==> config.mk <==
export PLATFORM = sky130hd
export DESIGN_NAME = csc_rgb2ycbcr_pipe
export DESIGN_NICKNAME = d
export VERILOG_FILES = /design/src/rtl/csc_pkg.sv /design/src/rtl/csc_mac3.sv /design/src/rtl/csc_rgb2ycbcr_pipe.sv
export SDC_FILE = /design/constraint.sdc
export NUM_CORES = 2
export LEC_CHECK = 0
export CAP_MARGIN = 20
export CORE_ASPECT_RATIO = 1.5
export CORE_UTILIZATION = 25
export CTS_BUF_LIST = sky130_fd_sc_hd__clkbuf_8
export DETAILED_ROUTE_END_ITERATION = 10
export PLACE_DENSITY = 0.36
export SYNTH_ARGS = -nofsm -noshare
export SYNTH_HDL_FRONTEND = slang
export SYNTH_SLANG_ARGS = --single-unit
==> constraint.sdc <==
create_clock -name i_pclk -period 12.6 [get_ports i_pclk]
set_input_delay 1.89 -clock i_pclk [delete_from_list [all_inputs] [get_ports i_pclk]]
set_output_delay 1.89 -clock i_pclk [all_outputs]
set_load 0.01 [all_outputs]
==> src/rtl/csc_pkg.sv <==
// Shared types and constant tables for the RGB->YCbCr converter.
// Coefficients are Q2.14 signed; offsets and limits are given for 8-bit
// components and scaled up to the configured component width in the RTL.
package csc_pkg;

   typedef enum logic [1:0] {
      MODE_601_FULL   = 2'd0,
      MODE_709_FULL   = 2'd1,
      MODE_601_STUDIO = 2'd2,
      MODE_BYPASS     = 2'd3
   } csc_mode_e;

   localparam int CSC_TAB_FRAC = 14;

   typedef logic signed [17:0] csc_coef_t;

   // Indexed [mode][output Y/Cb/Cr][input R/G/B].
   // Bypass routes G->Y, B->Cb, R->Cr through the same datapath with unity
   // gain, so it keeps the normal latency and can never leave the range.
   localparam csc_coef_t CSC_COEF [4][3][3] = '{
      '{ '{ 18'sd4899,  18'sd9617,  18'sd1868 },
         '{-18'sd2765, -18'sd5427,  18'sd8192 },
         '{ 18'sd8192, -18'sd6860, -18'sd1332 } },
      '{ '{ 18'sd3483,  18'sd11718, 18'sd1183 },
         '{-18'sd1877, -18'sd6315,  18'sd8192 },
         '{ 18'sd8192, -18'sd7441, -18'sd751  } },
      '{ '{ 18'sd4207,  18'sd8260,  18'sd1604 },
         '{-18'sd2428, -18'sd4768,  18'sd7196 },
         '{ 18'sd7196, -18'sd6026, -18'sd1170 } },
      '{ '{ 18'sd0,     18'sd16384, 18'sd0    },
         '{ 18'sd0,     18'sd0,     18'sd16384},
         '{ 18'sd16384, 18'sd0,     18'sd0    } }
   };

   // 8-bit offsets and clamp limits, indexed by mode.
   localparam int CSC_OFF_Y8 [4] = '{0,   0,   16,  0  };
   localparam int CSC_OFF_C8 [4] = '{128, 128, 128, 0  };
   localparam int CSC_LO_Y8  [4] = '{0,   0,   16,  0  };
   localparam int CSC_HI_Y8  [4] = '{255, 255, 235, 255};
   localparam int CSC_LO_C8  [4] = '{0,   0,   16,  0  };
   localparam int CSC_HI_C8  [4] = '{255, 255, 240, 255};

   // Scale an 8-bit level to dw bits; 255 means "full scale" and maps to all ones.
   function automatic int csc_scale(input int v8, input int dw);
      if (v8 == 255) return (1 << dw) - 1;
      return v8 << (dw - 8);
   endfunction

   // Re-express a Q2.14 table entry with frac fractional bits.
   function automatic csc_coef_t csc_rescale(input csc_coef_t k, input int frac);
      if (frac >= CSC_TAB_FRAC) return k <<< (frac - CSC_TAB_FRAC);
      return k >>> (CSC_TAB_FRAC - frac);
   endfunction

endpackage

==> src/rtl/csc_mac3.sv <==
// Three-term signed multiply-add with round-to-nearest and clamp.
// Stage 2 holds the products (plus the offset/limits that travel with them),
// stage 3 holds the clamped result. Both advance on the parent's stall enable.
module csc_mac3
   import csc_pkg::*;
#(
   parameter int DW   = 8,
   parameter int FRAC = 14
) (
   input  logic          i_clk,
   input  logic          i_rst,
   input  logic          i_adv,
   input  logic [DW-1:0] i_r,
   input  logic [DW-1:0] i_g,
   input  logic [DW-1:0] i_b,
   input  csc_coef_t     i_k0,
   input  csc_coef_t     i_k1,
   input  csc_coef_t     i_k2,
   input  logic [DW-1:0] i_off,
   input  logic [DW-1:0] i_lo,
   input  logic [DW-1:0] i_hi,
   output logic [DW-1:0] o_val,
   output logic          o_sat
);

   localparam int PW = DW + 19;
   localparam int SW = DW + 21;
   localparam logic signed [SW-1:0] RND = SW'(2 ** (FRAC - 1));

   logic signed [PW-1:0] r_p0, r_p1, r_p2;
   logic        [DW-1:0] r_off, r_lo, r_hi;
   logic signed [SW-1:0] w_sum, w_shr, w_lo_s, w_hi_s;
   logic        [DW-1:0] w_val;
   logic                 w_sat;
   logic        [DW-1:0] r_val;
   logic                 r_sat;

   // Stage 2: form the three products and carry this pixel's offset/limits.
   // NOTE: clocked state always uses <=, so every register samples pre-edge values.
   // NOTE: datapath registers carry no reset; only valid/outputs need a known value.
   always_ff @(posedge i_clk) begin
      if (i_adv) begin
         r_p0  <= PW'($signed({1'b0, i_r})) * PW'(i_k0);
         r_p1  <= PW'($signed({1'b0, i_g})) * PW'(i_k1);
         r_p2  <= PW'($signed({1'b0, i_b})) * PW'(i_k2);
         r_off <= i_off;
         r_lo  <= i_lo;
         r_hi  <= i_hi;
      end
   end

   // Stage 3 combinational: sum, round, arithmetic shift, clamp.
   // NOTE: every always_comb output gets a default first so no latch is inferred.
   always_comb begin
      w_sum  = SW'(r_p0) + SW'(r_p1) + SW'(r_p2)
             + (SW'($signed({1'b0, r_off})) <<< FRAC) + RND;
      w_shr  = w_sum >>> FRAC;
      w_lo_s = SW'($signed({1'b0, r_lo}));
      w_hi_s = SW'($signed({1'b0, r_hi}));
      w_val  = w_shr[DW-1:0];
      w_sat  = 1'b0;
      if (w_shr < w_lo_s) begin
         w_val = r_lo;
         w_sat = 1'b1;
      end else if (w_shr > w_hi_s) begin
         w_val = r_hi;
         w_sat = 1'b1;
      end
   end

   // Stage 3 register: the converted component seen at the block output.
   always_ff @(posedge i_clk) begin
      if (i_rst) begin
         r_val <= '0;
         r_sat <= 1'b0;
      end else if (i_adv) begin
         r_val <= w_val;
         r_sat <= w_sat;
      end
   end

   assign o_val = r_val;
   assign o_sat = r_sat;

endmodule

==> src/rtl/csc_rgb2ycbcr_pipe.sv <==
// RGB->YCbCr colour-space converter, 3-stage pipeline with valid/ready.
// One global advance enable moves every stage; a stalled output freezes the
// whole pipe, so no bubbles are added and no pixel is dropped.
module csc_rgb2ycbcr_pipe
   import csc_pkg::*;
#(
   parameter int DW   = 8,
   parameter int TW   = 3,
   parameter int FRAC = 14
) (
   input  logic          i_pclk,
   input  logic          i_rst,
   input  logic          i_valid,
   output logic          o_ready,
   input  logic [DW-1:0] i_R,
   input  logic [DW-1:0] i_G,
   input  logic [DW-1:0] i_B,
   input  logic [1:0]    i_mode,
   input  logic [TW-1:0] i_tags,
   output logic          o_valid,
   input  logic          i_ready,
   output logic [DW-1:0] o_Y,
   output logic [DW-1:0] o_Cb,
   output logic [DW-1:0] o_Cr,
   output logic [TW-1:0] o_tags,
   output logic          o_sat,
   input  logic          i_sat_clr,
   output logic [15:0]   o_sat_cnt
);

   logic          w_adv;
   logic          r1_valid, r2_valid, r3_valid;
   logic [DW-1:0] r1_r, r1_g, r1_b;
   csc_mode_e     r1_mode;
   logic [TW-1:0] r1_tags, r2_tags, r3_tags;
   csc_coef_t     w_k   [3][3];
   logic [DW-1:0] w_off [3];
   logic [DW-1:0] w_lo  [3];
   logic [DW-1:0] w_hi  [3];
   logic [DW-1:0] w_val [3];
   logic [2:0]    w_sat;
   logic [15:0]   r_sat_cnt;

   assign w_adv   = ~r3_valid | i_ready;
   assign o_ready = w_adv;

   // Valid pipeline; reset flushes every in-flight pixel.
   always_ff @(posedge i_pclk) begin
      if (i_rst) begin
         r1_valid <= 1'b0;
         r2_valid <= 1'b0;
         r3_valid <= 1'b0;
      end else if (w_adv) begin
         r1_valid <= i_valid;
         r2_valid <= r1_valid;
         r3_valid <= r2_valid;
      end
   end

   // Stage 1 capture of components, mode and tags; tags ride along to stage 2.
   always_ff @(posedge i_pclk) begin
      if (w_adv) begin
         r1_r    <= i_R;
         r1_g    <= i_G;
         r1_b    <= i_B;
         r1_mode <= csc_mode_e'(i_mode);
         r1_tags <= i_tags;
         r2_tags <= r1_tags;
      end
   end

   // Output tags are visible at the port, so they return to zero on reset.
   always_ff @(posedge i_pclk) begin
      if (i_rst) r3_tags <= '0;
      else if (w_adv) r3_tags <= r2_tags;
   end

   // Per-pixel coefficient, offset and limit selection from the stage-1 mode.
   always_comb begin
      for (int c = 0; c < 3; c++) begin
         for (int t = 0; t < 3; t++) begin
            w_k[c][t] = csc_rescale(CSC_COEF[r1_mode][c][t], FRAC);
         end
      end
      w_off[0] = DW'(csc_scale(CSC_OFF_Y8[r1_mode], DW));
      w_lo[0]  = DW'(csc_scale(CSC_LO_Y8[r1_mode], DW));
      w_hi[0]  = DW'(csc_scale(CSC_HI_Y8[r1_mode], DW));
      for (int c = 1; c < 3; c++) begin
         w_off[c] = DW'(csc_scale(CSC_OFF_C8[r1_mode], DW));
         w_lo[c]  = DW'(csc_scale(CSC_LO_C8[r1_mode], DW));
         w_hi[c]  = DW'(csc_scale(CSC_HI_C8[r1_mode], DW));
      end
   end

   for (genvar c = 0; c < 3; c++) begin : g_mac
      csc_mac3 #(
         .DW   (DW),
         .FRAC (FRAC)
      ) u_mac (
         .i_clk (i_pclk),
         .i_rst (i_rst),
         .i_adv (w_adv),
         .i_r   (r1_r),
         .i_g   (r1_g),
         .i_b   (r1_b),
         .i_k0  (w_k[c][0]),
         .i_k1  (w_k[c][1]),
         .i_k2  (w_k[c][2]),
         .i_off (w_off[c]),
         .i_lo  (w_lo[c]),
         .i_hi  (w_hi[c]),
         .o_val (w_val[c]),
         .o_sat (w_sat[c])
      );
   end

   // Clamped-pixel counter: clear beats increment, saturates at all ones.
   always_ff @(posedge i_pclk) begin
      if (i_rst || i_sat_clr) begin
         r_sat_cnt <= '0;
      end else if (r3_valid && i_ready && (|w_sat) && !(&r_sat_cnt)) begin
         r_sat_cnt <= r_sat_cnt + 16'd1;
      end
   end

   assign o_valid   = r3_valid;
   assign o_Y       = w_val[0];
   assign o_Cb      = w_val[1];
   assign o_Cr      = w_val[2];
   assign o_tags    = r3_tags;
   assign o_sat     = |w_sat;
   assign o_sat_cnt = r_sat_cnt;

endmodule

==> summary.md <==
| Metric | Value |
|---|---|
| Total wirelength of the detailed-routed design | 142,000 µm |
| Non-filler cells, final | 6,715 |
| Global-route wire length before repair | 210,000 µm |
| Combined global-route utilization of all metal layers | 17.2% |
| Tcrit/Tclk final | 68.3% |
| CTS hold repair buffers | 0 |
| Number of max-slew violations in the final report | 0 |
| Number of placement rows | 184 |
| Count of TritonRoute iterations in the first routing pass | 6 |
| Post-synthesis net count | 5,574 |
| Leakage power | 24.4 nW |
| FF+latch area | 0.00867 mm² |
| Dpl cell area | 0.0458 mm² |
| Number of flip-flops and latches in the synthesized netlist | 305 |
| Antenna violations before repair | 6 |
| Multi-input combinational cell area | 0.0283 mm² |
| Leading register cell type out of synthesis | sky130_fd_sc_hd__edfxtp_1 |
| Area of the die | 0.170 mm² |
| Portion of the post-synthesis area used by sequential elements | 20.6% |
| Post-CTS Setup Inserts | 0 |
| Total of endpoints with negative setup slack in the final report | 0 |
| Setup TNS after final layout | 0 ps |
| Crit. End Element | register |
| Final count of hold timing violations | 0 |
| Synthesis warning total | 0 |
| Count of mapped cells out of synthesis | 4,291 |
| Commonest non-fill, non-tap cell in the layout | sky130_fd_sc_hd__inv_1 |
| Post-synth EDFFs | 256 |
| Most used cells in the layout excluding fill and tap cells | 1,349 x sky130_fd_sc_hd__inv_1, 656 x sky130_fd_sc_hd__ha_1, 593 x sky130_fd_sc_hd__fa_1 |
| Clock transition time at the flip-flop clock pins of the worst setup and hold paths | 60 ps |
| Achievable Freq | 0.116 GHz |
| Worst setup timing slack at the placement stage | 4010 ps |
| Setup repair after global routing missed its margin | false |
| Antenna-violating nets left | 0 |
| Average footprint of a synthesized cell | 9.81 µm² |
| IO Port Bufs | 79 |
| Minimum setup slack in the final design | 4000 ps |
| Half-perimeter wire length of the detailed placement result | 125,000 µm |
| Minimum period implied by the final worst setup slack | 8600 ps |
| Netlist cell types | 77 |
| Total routed wire length on the met1 layer | 51,300 µm |
| Per-cell routed wire length | 21.2 µm |
| Highest fanout seen on the critical path | 20 |
| Clock buffer count from CTS | 61 |
| Clock latency reported for the late side of the worst-skew pair | 800 ps |
| Async set-or-reset flop fraction in the synthesized netlist | 0% |
| Post-route cell area | 0.0471 mm² |
| Residual DRC count | 0 |
| Power density relative to cell area | 287 mW/mm² |
| Type of the most critical hold path | reg2reg |
| Share of final-layout standard cells stronger than drive strength 1 | 3.53% |
| Effective utilization at floorplan | 25.1% |
| TritonCTS clock tree | built |
| Outcome | complete, no violations |
| Setup skew after layout | 64.3 ps |
| Vias post-DR | 28.5k |
| Maximum number of pins on one net before global-route repair | 138 |
| Filler cells | 18.0k |
| Layout Area Growth over Synthesis | 11.9% |
| Highest metal layer used by the detailed router | met4 |
| Core Footprint | 0.167 mm² |
| Die Y | 504 µm |
| Root buf cell | sky130_fd_sc_hd__clkbuf_8 |
| MaxCap Viol Count | 0 |
| Layout Nets | 5,711 |
| Inst Count DP | 6,597 |
| # resized after CTS | 0 |
| Via density per instance | 4.24 |
| Critical Path RT | 13,050 ps |
| Type of the setup path with the least slack | reg2reg |
| I/O pins | 80 |
| H-tree lvl count | 2 |
| Detailed Route Iter0 Violations | 994 |
| Worst relative slew slack | 30.0% |
| Die X-Extent | 337 µm |
| Routed length on met3 | 3040 µm |
| Final core utilization | 28.1% |
| Grt ovf | 0 |
| Number of buffers between clock root and the deepest sink | 3 |
| Metal2 WL | 80,000 µm |
| Worst Max-Slew Pin Slew | 1050 ps |
| Via count of the first global-routing pass | 32.2k |
| Post-Syn Area | 0.0421 mm² |
| Sinks on the clock net | 305 |
| Final Wtd Congestion | 0.932 |
| Data arrival time of the critical path | 9050 ps |
| Startpoint Class | register |
| Worst IR Drop VDD | 176 µV |
## area by class of cell
cell class	instances	area share (%)
inverter	1337	10.7
antenna	4	0.0212
tap	2232	5.93
clock inverter	50	0.916
timing repair buffer	108	2.18
sequential	305	18.4
multi-input combinational	2615	60.0
clock buffer	64	1.87
## worst max-delay path, stage by stage, from the launching register on
cell	delay, ps
sky130_fd_sc_hd__edfxtp_1	320
sky130_fd_sc_hd__buf_4	290
sky130_fd_sc_hd__ha_1	610
sky130_fd_sc_hd__clkinv_1	870
sky130_fd_sc_hd__nand2_1	350
sky130_fd_sc_hd__inv_1	350
sky130_fd_sc_hd__fa_1	620
sky130_fd_sc_hd__inv_1	60
sky130_fd_sc_hd__fa_1	530
sky130_fd_sc_hd__inv_1	50
sky130_fd_sc_hd__fa_1	480
sky130_fd_sc_hd__inv_1	50
sky130_fd_sc_hd__fa_1	470
sky130_fd_sc_hd__inv_1	40
sky130_fd_sc_hd__ha_1	320
sky130_fd_sc_hd__a21boi_0	180
sky130_fd_sc_hd__o21ai_0	310
sky130_fd_sc_hd__a21oi_1	200
sky130_fd_sc_hd__a41o_1	320
sky130_fd_sc_hd__o41ai_1	460
sky130_fd_sc_hd__o21ai_0	290
sky130_fd_sc_hd__o41a_1	460
sky130_fd_sc_hd__o311ai_0	610
## worst paths after layout
check                                          start                                end  slack, ps  depth (start not counted)
worst max-delay path            r1_mode[1]$_DFFE_PP_  g_mac[2].u_mac.r_p1[24]$_DFFE_PP_       4000                         22
worst min-delay path            r1_tags[2]$_DFFE_PP_               r2_tags[2]$_DFFE_PP_        420                          0
worst max register to register  r1_mode[1]$_DFFE_PP_  g_mac[2].u_mac.r_p1[24]$_DFFE_PP_       4000                         22
worst min register to register  r1_tags[2]$_DFFE_PP_               r2_tags[2]$_DFFE_PP_        420                          0
## flip-flops by register name, summed over array words and instances (netlist names)
name,cells
o_tags,3
g_mac.u_mac.r_p1,78
r2_valid,1
r1_valid,1
g_mac.u_mac.r_off,1
g_mac.u_mac.r_lo,1
r1_tags,3
r1_mode,2
g_mac.u_mac.o_sat,3
o_sat_cnt,16
r1_b,8
g_mac.u_mac.r_p2,70
g_mac.u_mac.r_p0,73
r1_g,8
g_mac.u_mac.o_val,24
r2_tags,3
o_valid,1
g_mac.u_mac.r_hi,1
r1_r,8
## metrics by stage
step	power [mW]	hold WS, ps
floorplan	9.22	400
global placement	12.6	402
detailed placement	12.6	405
CTS	13.9	422
global route	15.1	431
finish	13.5	419
## cells in the mapped netlist, drive strengths merged, types with 22 or more instances
master,n,area (µm²)
xor2,37,324
o21ai,109,546
inv,1335,5010
and2,72,450
nor2b,64,403
a21boi,23,173
and3,24,150
nor3,51,260
nand2b,22,138
edfxtp,256,7690
a21o,46,353
nand3,49,258
clkbuf,29,109
xnor2,115,1010
a21oi,113,566
ha,656,8210
nor2,180,676
dfxtp,49,981
o21a,22,165
nand2,206,773
fa,593,11900
## power breakdown
part	internal [mW]	leakage [nW]	total (mW)	switching, mW
combinational	4.15	20.5	10.4	6.29
clock	0.620	0.710	1.15	0.534
sequential	1.75	3.17	1.91	0.161
## cell families (layout without fill, tap and decap cells)
family                     Yosys count  in the layout  synth area share [%]
buffers and inverters             1371           1559                  12.2
other                                0              4                     0
AOI/OAI and AO/OA                  475            475                  7.70
xor gates and xnor gates           152            152                  3.16
adders and majority gates         1249           1249                  47.7
and+or+nand+nor                    733            733                  8.44
muxes                                6              6                 0.149
DFF                                305            305                  20.6
## metal layers
metal	up-vias	track usage (%)
met3	217	1.47
met1	14179	17.6
met5	-	0
met4	0	8.36
li1	13685	-
met2	410	34.2
Note: power is estimated with default switching activity, not from simulation.
